==> src/rtl/kdtree_load_ctrl.sv <==
`default_nettype none
// ============================================================================
//  Module      : kdtree_load_ctrl
//  Description : Drains the kd-tree load stream from a first-word-fall-through
//                FIFO (internal nodes, then leaf patches, then query patches),
//                assembles each multi-word record and issues one registered
//                write strobe with address per record to the node, leaf and
//                query memories. Signals completion to the main FSM.
//  Revision    : 1.0 - initial release
// ============================================================================
module kdtree_load_ctrl #(
    parameter int DATA_WIDTH = 11,
    parameter int PATCH_SIZE = 5,
    parameter int LEAF_SIZE  = 8,
    parameter int NUM_LEAVES = 64,
    parameter int NUM_QUERYS = 494,
    parameter int IDX_WIDTH  = 3
) (
    input  logic                               clk,
    input  logic                               rst_n,
    input  logic                               load_kdtree,
    input  logic [DATA_WIDTH-1:0]              fifo_rdata,
    input  logic                               fifo_rempty_n,
    output logic                               fifo_deq,
    output logic                               node_wen,
    output logic [$clog2(NUM_LEAVES)-1:0]      node_addr,
    output logic [IDX_WIDTH+DATA_WIDTH-1:0]    node_wdata,
    output logic                               leaf_wen,
    output logic [$clog2(NUM_LEAVES)-1:0]      leaf_addr,
    output logic [$clog2(LEAF_SIZE)-1:0]       leaf_patch_sel,
    output logic [PATCH_SIZE*DATA_WIDTH-1:0]   leaf_wdata,
    output logic [DATA_WIDTH-1:0]              leaf_pidx,
    output logic                               query_wen,
    output logic [$clog2(NUM_QUERYS)-1:0]      query_addr,
    output logic [PATCH_SIZE*DATA_WIDTH-1:0]   query_wdata,
    output logic                               busy,
    output logic                               load_done,
    output logic                               kdtree_valid
);

    localparam int c_leaf_aw  = $clog2(NUM_LEAVES);
    localparam int c_sel_w    = $clog2(LEAF_SIZE);
    localparam int c_query_aw = $clog2(NUM_QUERYS);
    localparam int c_wc_w     = $clog2(PATCH_SIZE + 1);
    localparam int c_patch_w  = PATCH_SIZE * DATA_WIDTH;

    localparam logic [c_leaf_aw-1:0]  c_node_last  = c_leaf_aw'(NUM_LEAVES - 2);
    localparam logic [c_leaf_aw-1:0]  c_leaf_last  = c_leaf_aw'(NUM_LEAVES - 1);
    localparam logic [c_leaf_aw-1:0]  c_leaf_one   = c_leaf_aw'(1);
    localparam logic [c_sel_w-1:0]    c_sel_last   = c_sel_w'(LEAF_SIZE - 1);
    localparam logic [c_sel_w-1:0]    c_sel_one    = c_sel_w'(1);
    localparam logic [c_query_aw-1:0] c_query_last = c_query_aw'(NUM_QUERYS - 1);
    localparam logic [c_query_aw-1:0] c_query_one  = c_query_aw'(1);
    localparam logic [c_wc_w-1:0]     c_wc_one     = c_wc_w'(1);
    localparam logic [c_wc_w-1:0]     c_wc_pdata   = c_wc_w'(PATCH_SIZE - 1);
    localparam logic [c_wc_w-1:0]     c_wc_pidx    = c_wc_w'(PATCH_SIZE);

    typedef enum logic [1:0] {
        S_IDLE  = 2'd0,
        S_NODE  = 2'd1,
        S_LEAF  = 2'd2,
        S_QUERY = 2'd3
    } state_t;

    state_t r_state;
    state_t w_state_next;

    logic [c_wc_w-1:0]     r_word_cnt;     // word position inside current record
    logic [c_leaf_aw-1:0]  r_node_cnt;
    logic [c_leaf_aw-1:0]  r_leaf_cnt;
    logic [c_sel_w-1:0]    r_sel_cnt;
    logic [c_query_aw-1:0] r_query_cnt;
    logic [IDX_WIDTH-1:0]  r_split;
    logic [c_patch_w-1:0]  r_patch;        // patch words assembled so far

    logic                  w_deq;
    logic                  w_node_rec_end;
    logic                  w_leaf_rec_end;
    logic                  w_query_rec_end;
    logic                  w_node_phase_end;
    logic                  w_leaf_phase_end;
    logic                  w_query_phase_end;
    logic [c_patch_w-1:0]  w_patch_merged;

    assign w_deq    = (r_state != S_IDLE) & fifo_rempty_n;
    assign fifo_deq = w_deq;
    assign busy     = (r_state != S_IDLE);

    assign w_node_rec_end    = w_deq && (r_state == S_NODE)  && (r_word_cnt == c_wc_one);
    assign w_leaf_rec_end    = w_deq && (r_state == S_LEAF)  && (r_word_cnt == c_wc_pidx);
    assign w_query_rec_end   = w_deq && (r_state == S_QUERY) && (r_word_cnt == c_wc_pdata);
    assign w_node_phase_end  = w_node_rec_end && (r_node_cnt == c_node_last);
    assign w_leaf_phase_end  = w_leaf_rec_end && (r_leaf_cnt == c_leaf_last)
                               && (r_sel_cnt == c_sel_last);
    assign w_query_phase_end = w_query_rec_end && (r_query_cnt == c_query_last);

    // Patch buffer with the current FIFO word dropped into its slot; the last
    // query word goes straight to the output register through this path.
    always_comb begin
        w_patch_merged = r_patch;
        for (int i = 0; i < PATCH_SIZE; i++) begin
            if (r_word_cnt == c_wc_w'(i)) begin
                w_patch_merged[i*DATA_WIDTH +: DATA_WIDTH] = fifo_rdata;
            end
        end
    end

    // State register.
    always_ff @(posedge clk or negedge rst_n) begin
        if (!rst_n) begin
            r_state <= S_IDLE;
        end else begin
            r_state <= w_state_next;
        end
    end

    // Phase sequencing: each phase ends on the consumption of its last word.
    always_comb begin
        w_state_next = r_state;
        case (r_state)
            S_IDLE:  if (load_kdtree)       w_state_next = S_NODE;
            S_NODE:  if (w_node_phase_end)  w_state_next = S_LEAF;
            S_LEAF:  if (w_leaf_phase_end)  w_state_next = S_QUERY;
            S_QUERY: if (w_query_phase_end) w_state_next = S_IDLE;
            default:                        w_state_next = S_IDLE;
        endcase
    end

    // Record assembly, counters and registered memory write ports.
    always_ff @(posedge clk or negedge rst_n) begin
        if (!rst_n) begin
            r_word_cnt     <= '0;
            r_node_cnt     <= '0;
            r_leaf_cnt     <= '0;
            r_sel_cnt      <= '0;
            r_query_cnt    <= '0;
            r_split        <= '0;
            r_patch        <= '0;
            node_wen       <= 1'b0;
            node_addr      <= '0;
            node_wdata     <= '0;
            leaf_wen       <= 1'b0;
            leaf_addr      <= '0;
            leaf_patch_sel <= '0;
            leaf_wdata     <= '0;
            leaf_pidx      <= '0;
            query_wen      <= 1'b0;
            query_addr     <= '0;
            query_wdata    <= '0;
            load_done      <= 1'b0;
            kdtree_valid   <= 1'b0;
        end else begin
            node_wen  <= 1'b0;
            leaf_wen  <= 1'b0;
            query_wen <= 1'b0;
            load_done <= 1'b0;

            if ((r_state == S_IDLE) && load_kdtree) begin
                kdtree_valid <= 1'b0;
                r_word_cnt   <= '0;
                r_node_cnt   <= '0;
            end

            if (w_deq) begin
                case (r_state)
                    S_NODE: begin
                        if (r_word_cnt == '0) begin
                            r_split    <= fifo_rdata[IDX_WIDTH-1:0];
                            r_word_cnt <= c_wc_one;
                        end else begin
                            node_wen   <= 1'b1;
                            node_addr  <= r_node_cnt;
                            node_wdata <= {r_split, fifo_rdata};
                            r_word_cnt <= '0;
                            r_node_cnt <= r_node_cnt + c_leaf_one;
                            if (w_node_phase_end) begin
                                r_leaf_cnt <= '0;
                                r_sel_cnt  <= '0;
                            end
                        end
                    end
                    S_LEAF: begin
                        r_patch <= w_patch_merged;
                        if (w_leaf_rec_end) begin
                            leaf_wen       <= 1'b1;
                            leaf_addr      <= r_leaf_cnt;
                            leaf_patch_sel <= r_sel_cnt;
                            leaf_wdata     <= r_patch;
                            leaf_pidx      <= fifo_rdata;
                            r_word_cnt     <= '0;
                            if (r_sel_cnt == c_sel_last) begin
                                r_sel_cnt  <= '0;
                                r_leaf_cnt <= r_leaf_cnt + c_leaf_one;
                            end else begin
                                r_sel_cnt  <= r_sel_cnt + c_sel_one;
                            end
                            if (w_leaf_phase_end) begin
                                r_query_cnt <= '0;
                            end
                        end else begin
                            r_word_cnt <= r_word_cnt + c_wc_one;
                        end
                    end
                    S_QUERY: begin
                        r_patch <= w_patch_merged;
                        if (w_query_rec_end) begin
                            query_wen   <= 1'b1;
                            query_addr  <= r_query_cnt;
                            query_wdata <= w_patch_merged;
                            r_word_cnt  <= '0;
                            r_query_cnt <= r_query_cnt + c_query_one;
                            if (w_query_phase_end) begin
                                load_done    <= 1'b1;
                                kdtree_valid <= 1'b1;
                            end
                        end else begin
                            r_word_cnt <= r_word_cnt + c_wc_one;
                        end
                    end
                    default: ;
                endcase
            end
        end
    end

endmodule
`default_nettype wire

==> config.mk <==
export PLATFORM = sky130hd
export DESIGN_NAME = kdtree_load_ctrl
export DESIGN_NICKNAME = d
export VERILOG_FILES = /design/src/rtl/kdtree_load_ctrl.sv
export SDC_FILE = /design/constraint.sdc
export NUM_CORES = 1
export LEC_CHECK = 0
export ABC_AREA = 1
export CAP_MARGIN = 20
export CORE_ASPECT_RATIO = 0.8
export CORE_MARGIN = 1.5
export CORE_UTILIZATION = 48
export CTS_CLUSTER_DIAMETER = 200
export DETAILED_ROUTE_END_ITERATION = 12
export PLACE_DENSITY = 0.76
export SLEW_MARGIN = 15
export SYNTH_ARGS = -nofsm -noshare
export SYNTH_HDL_FRONTEND = slang
export SYNTH_SLANG_ARGS = --single-unit
==> constraint.sdc <==
create_clock -name clk -period 1.7 [get_ports clk]
set_clock_uncertainty 0.15 [all_clocks]
set_input_delay 0.255 -clock clk [delete_from_list [all_inputs] [get_ports clk]]
set_output_delay 0.255 -clock clk [all_outputs]
set_load 0.005 [all_outputs]
==> flow_metrics.env <==
export IMPL_outcome="finished, violations left"
export IMPL_failed_checks="negative setup slack"
export IMPL_slew_headroom_pct=59.14
export IMPL_wire_per_inst_um=19.67
export IMPL_dp_cells=1724
export IMPL_ios=181
export IMPL_crit_arrival_ns=2.20
export IMPL_grt_usage_pct=26.72
export IMPL_cts_root_buffer="clkbuf_16"
export IMPL_fin_crit_sh_pct=114.3
export IMPL_rsz0062_at_grt="true"
export IMPL_antenna_cells=0
export IMPL_nNetsFinal=1572
export IMPL_syn_to_final_growth_pct=48.55
export IMPL_worstSetupStartpoint="r_state[0]$_DFFE_PN0P_"
export IMPL_slowest_delay_ns=0.36
export IMPL_portBuffers=180
export IMPL_cts_buffers=26
export IMPL_path_max_fanout=8
export IMPL_report_power_total_uw=19040
export IMPL_hpwl_mm=19.67
export IMPL_drive_gt1_share_pct=21.51
export IMPL_placed_area_um2=13400
export IMPL_grt_pass1_wl_mm=47.66
export IMPL_initial_core_util_pct=49.10
export IMPL_setup_viol=248
export IMPL_synth_largest_area_cell="dfrtp_1"
export IMPL_syn_nets=1257
export IMPL_grt_pass1_vias=9066
export IMPL_slew_viol_final=0
export IMPL_cts_buffer_depth=3
export IMPL_cp_slowest_cell="dfrtp_1"
export IMPL_route_detailed_drc=0
export IMPL_fmax_mhz=514.7
export IMPL_synth_top_cell_area_share_pct=59.00
export IMPL_coreArea_um2=21680
export IMPL_drt_initial_drc_count=1018
export IMPL_clkSinkCount=251
export IMPL_antenna_left=0
export IMPL_cp_end_kind="flip-flop"
export IMPL_synth_cell_types=31
export IMPL_syn_inst=1225
export IMPL_fin_area_um2=15810
export IMPL_grt_overflow=0
export IMPL_min_period_ns=1.943
export IMPL_setup_ws_ns=-0.2428
export IMPL_grt_max_degree=65
export IMPL_cts_tree="built"
export IMPL_antenna_found_initial=1
export IMPL_drt_pass1_iter_count=6
export IMPL_tightest_slew_ns=0.6122
export IMPL_drv_cap=0
export IMPL_leakage_uw=0.008377
export IMPL_min_path_type="in -> async"
export IMPL_cp_required_ns=1.96
export IMPL_finalNonFillerCells=1853
export IMPL_rows=48
export IMPL_clock_latency_ns=0.53
export IMPL_dieArea_um2=23090
export IMPL_reg2reg_from="r_state[0]$_DFFE_PN0P_"
export IMPL_vias=9968
export IMPL_wirelength_mm=36.45
export IMPL_finalWeightedCongestion=0.8764
export IMPL_crit_type="reg -> reg"
export IMPL_die_y_um=136.2
export IMPL_critPathLaunchType="flip-flop"
export IMPL_die_w_um=169.5
export IMPL_path_clk_slew_ns=0.06
export IMPL_synth_seq_cells=251
export IMPL_power_density_nw_per_um2=1204
export IMPL_yosys_top_cells_area="dfrtp_1, nand2_1, o21ai_0, inv_1, o21ai_1"
export IMPL_path_common_cell="buf_12"
export IMPL_synthesis_area_um2=10650
export IMPL_ir_worst_vdd_v=0.0009202
export IMPL_yosys_warnings=0
export IMPL_h_tree_depth=1
export IMPL_synth_seq_area_share_pct=59.00
export IMPL_avgSynthCellArea_um2=8.690
export IMPL_crit_chain="inv_2 -> ha_4 -> inv_4 -> buf_12 -> nand3_4 -> nor2_4 -> buf_6 -> inv_8 -> buf_12 -> clkbuf_16 -> nand2_1 -> o21ai_1"
export IMPL_finalHoldViolations=0
export IMPL_via_per_inst=5.379
layer usage:
metal  track usage, %  up-vias  routed length [um]
met5                0        -                   0
met4            6.686        0                1407
met3            6.114      111                3434
met2            43.05      522               17000
met1            36.87     4838               14600
li1                 -     4497                   -
logic make-up after synthesis:
kind of cell | count (synthesis) | share of synthesized area (%)
compound gates | 232 | 11.08
xor+xnor | 10 | 0.8228
fa+ha+maj | 17 | 1.998
buf+inv | 165 | 6.476
flops | 251 | 59.00
simple gates | 550 | 20.62
power breakdown:
group	switching, uW	total [uW]	internal (uW)
clock network	2330	5330	3010
logic	3550	6250	2710
registers	548	7450	6900
total	6420	19000	12600
area by class of cell:
type	instances	area (um^2)
sequential	251	6281
multi-input combinational	809	4185
clock buffer	38	747.0
clock inverter	3	17.52
tap	300	375.4
timing repair inverter	2	20.02
inverter	107	434.2
fill	1553	5867
timing repair buffer	343	3754
worst paths after layout:
| kind | depth (start not counted) | to | slack (ns) |
|---|---|---|---|
| max in group asynchronous | 3 | leaf_addr[3]$_DFFE_PN0P_ | 0.72 |
| max reg2reg | 12 | leaf_wdata[42]$_DFFE_PN0P_ | -0.24 |
| min in group clk | 3 | r_split[1]$_DFFE_PN0P_ | 0.24 |
| min reg2reg | 2 | query_addr[2]$_DFFE_PN0P_ | 0.32 |
| min | 2 | query_wdata[47]$_DFFE_PN0P_ | 0.07 |
| max | 12 | leaf_wdata[42]$_DFFE_PN0P_ | -0.24 |
per-stage QoR:
| stage | setup TNS [ns] | hold WS (ns) | utilization, % | setup slack, ns |
|---|---|---|---|---|
| floorplan | -5.116 | -0.1906 | - | -0.1090 |
| global placement | -41.33 | 0.02706 | 61.82 | -0.2931 |
| detailed placement | -48.98 | 0.02974 | 61.82 | -0.3750 |
| CTS | -19.15 | 0.08690 | 66.97 | -0.1591 |
| global route | -50.01 | 0.1123 | 72.94 | -0.3228 |
| finish | -32.34 | 0.07127 | 72.94 | -0.2428 |
cell usage in the layout (no fill, tap or decap), types with 6 or more instances in the layout:
cell,netlist,routed
dlygate4sd2_1,0,164
xor2_1,8,8
dfrtp_1,251,251
buf_6,2,22
inv_1,100,95
nand2_1,481,427
nand2_4,1,16
o21ai_2,3,36
buf_8,0,8
o21ai_0,152,91
ha_1,17,11
clkbuf_16,0,45
buf_12,0,29
clkbuf_1,25,8
nand2_2,4,42
buf_4,7,81
o21ai_1,70,97
clkdlybuf4s50_1,0,13
nand4_1,6,6
nor2_1,22,21
nand3_1,21,17
inv_2,7,7
buf_16,0,6
cell usage after synthesis:
cell	count
a21oi_1	4
nand4_1	6
o21ai_1	70
o31ai_1	2
xnor2_1	2
o21ai_0	152
buf_6	2
nand2_4	1
buf_1	1
buf_4	7
or2_2	2
and2_1	1
nand2_1	481
nor2_2	2
nand3_1	21
clkbuf_1	25
inv_1	100
nand3b_1	3
xor2_1	8
inv_2	7
nand3_2	1
nor3_1	2
o21ai_2	3
nand3b_4	1
nor2_1	22
dfrtp_1	251
o21a_1	1
buf_2	23
nand2_2	4
nor2_4	3
ha_1	17
flip-flops by register name, summed over array words and instances (netlist names), 2 cells and up:
signal          flops
r_split             3
r_sel_cnt           3
r_leaf_cnt          6
query_wdata        55
leaf_patch_sel      3
leaf_wdata         55
leaf_addr           6
query_addr          9
leaf_pidx          11
r_query_cnt         9
r_state             2
node_wdata         14
r_node_cnt          6
r_patch            55
r_word_cnt          3
node_addr           6
critical path: cells and delay by family, from the launching register on:
kind | cells | cell delay, ns
buffers and inverters | 7 | 0.77
flip-flops | 1 | 0.36
AND/OR/NAND/NOR | 3 | 0.27
adder cells (fa/ha/maj) | 1 | 0.17
AO/OA/AOI/OAI | 1 | 0.07
what timing repair did:
action,4_1_cts,5_1_grt
cloned,6,31
gates resized for setup,229,195
endpoints found under the setup margin,382,248
hold endpoints to repair,251,0
pin swaps,4,15
setup buffers,29,24
hold buffers,1,0
No activity file was read; power rests on OpenSTA's default activity.
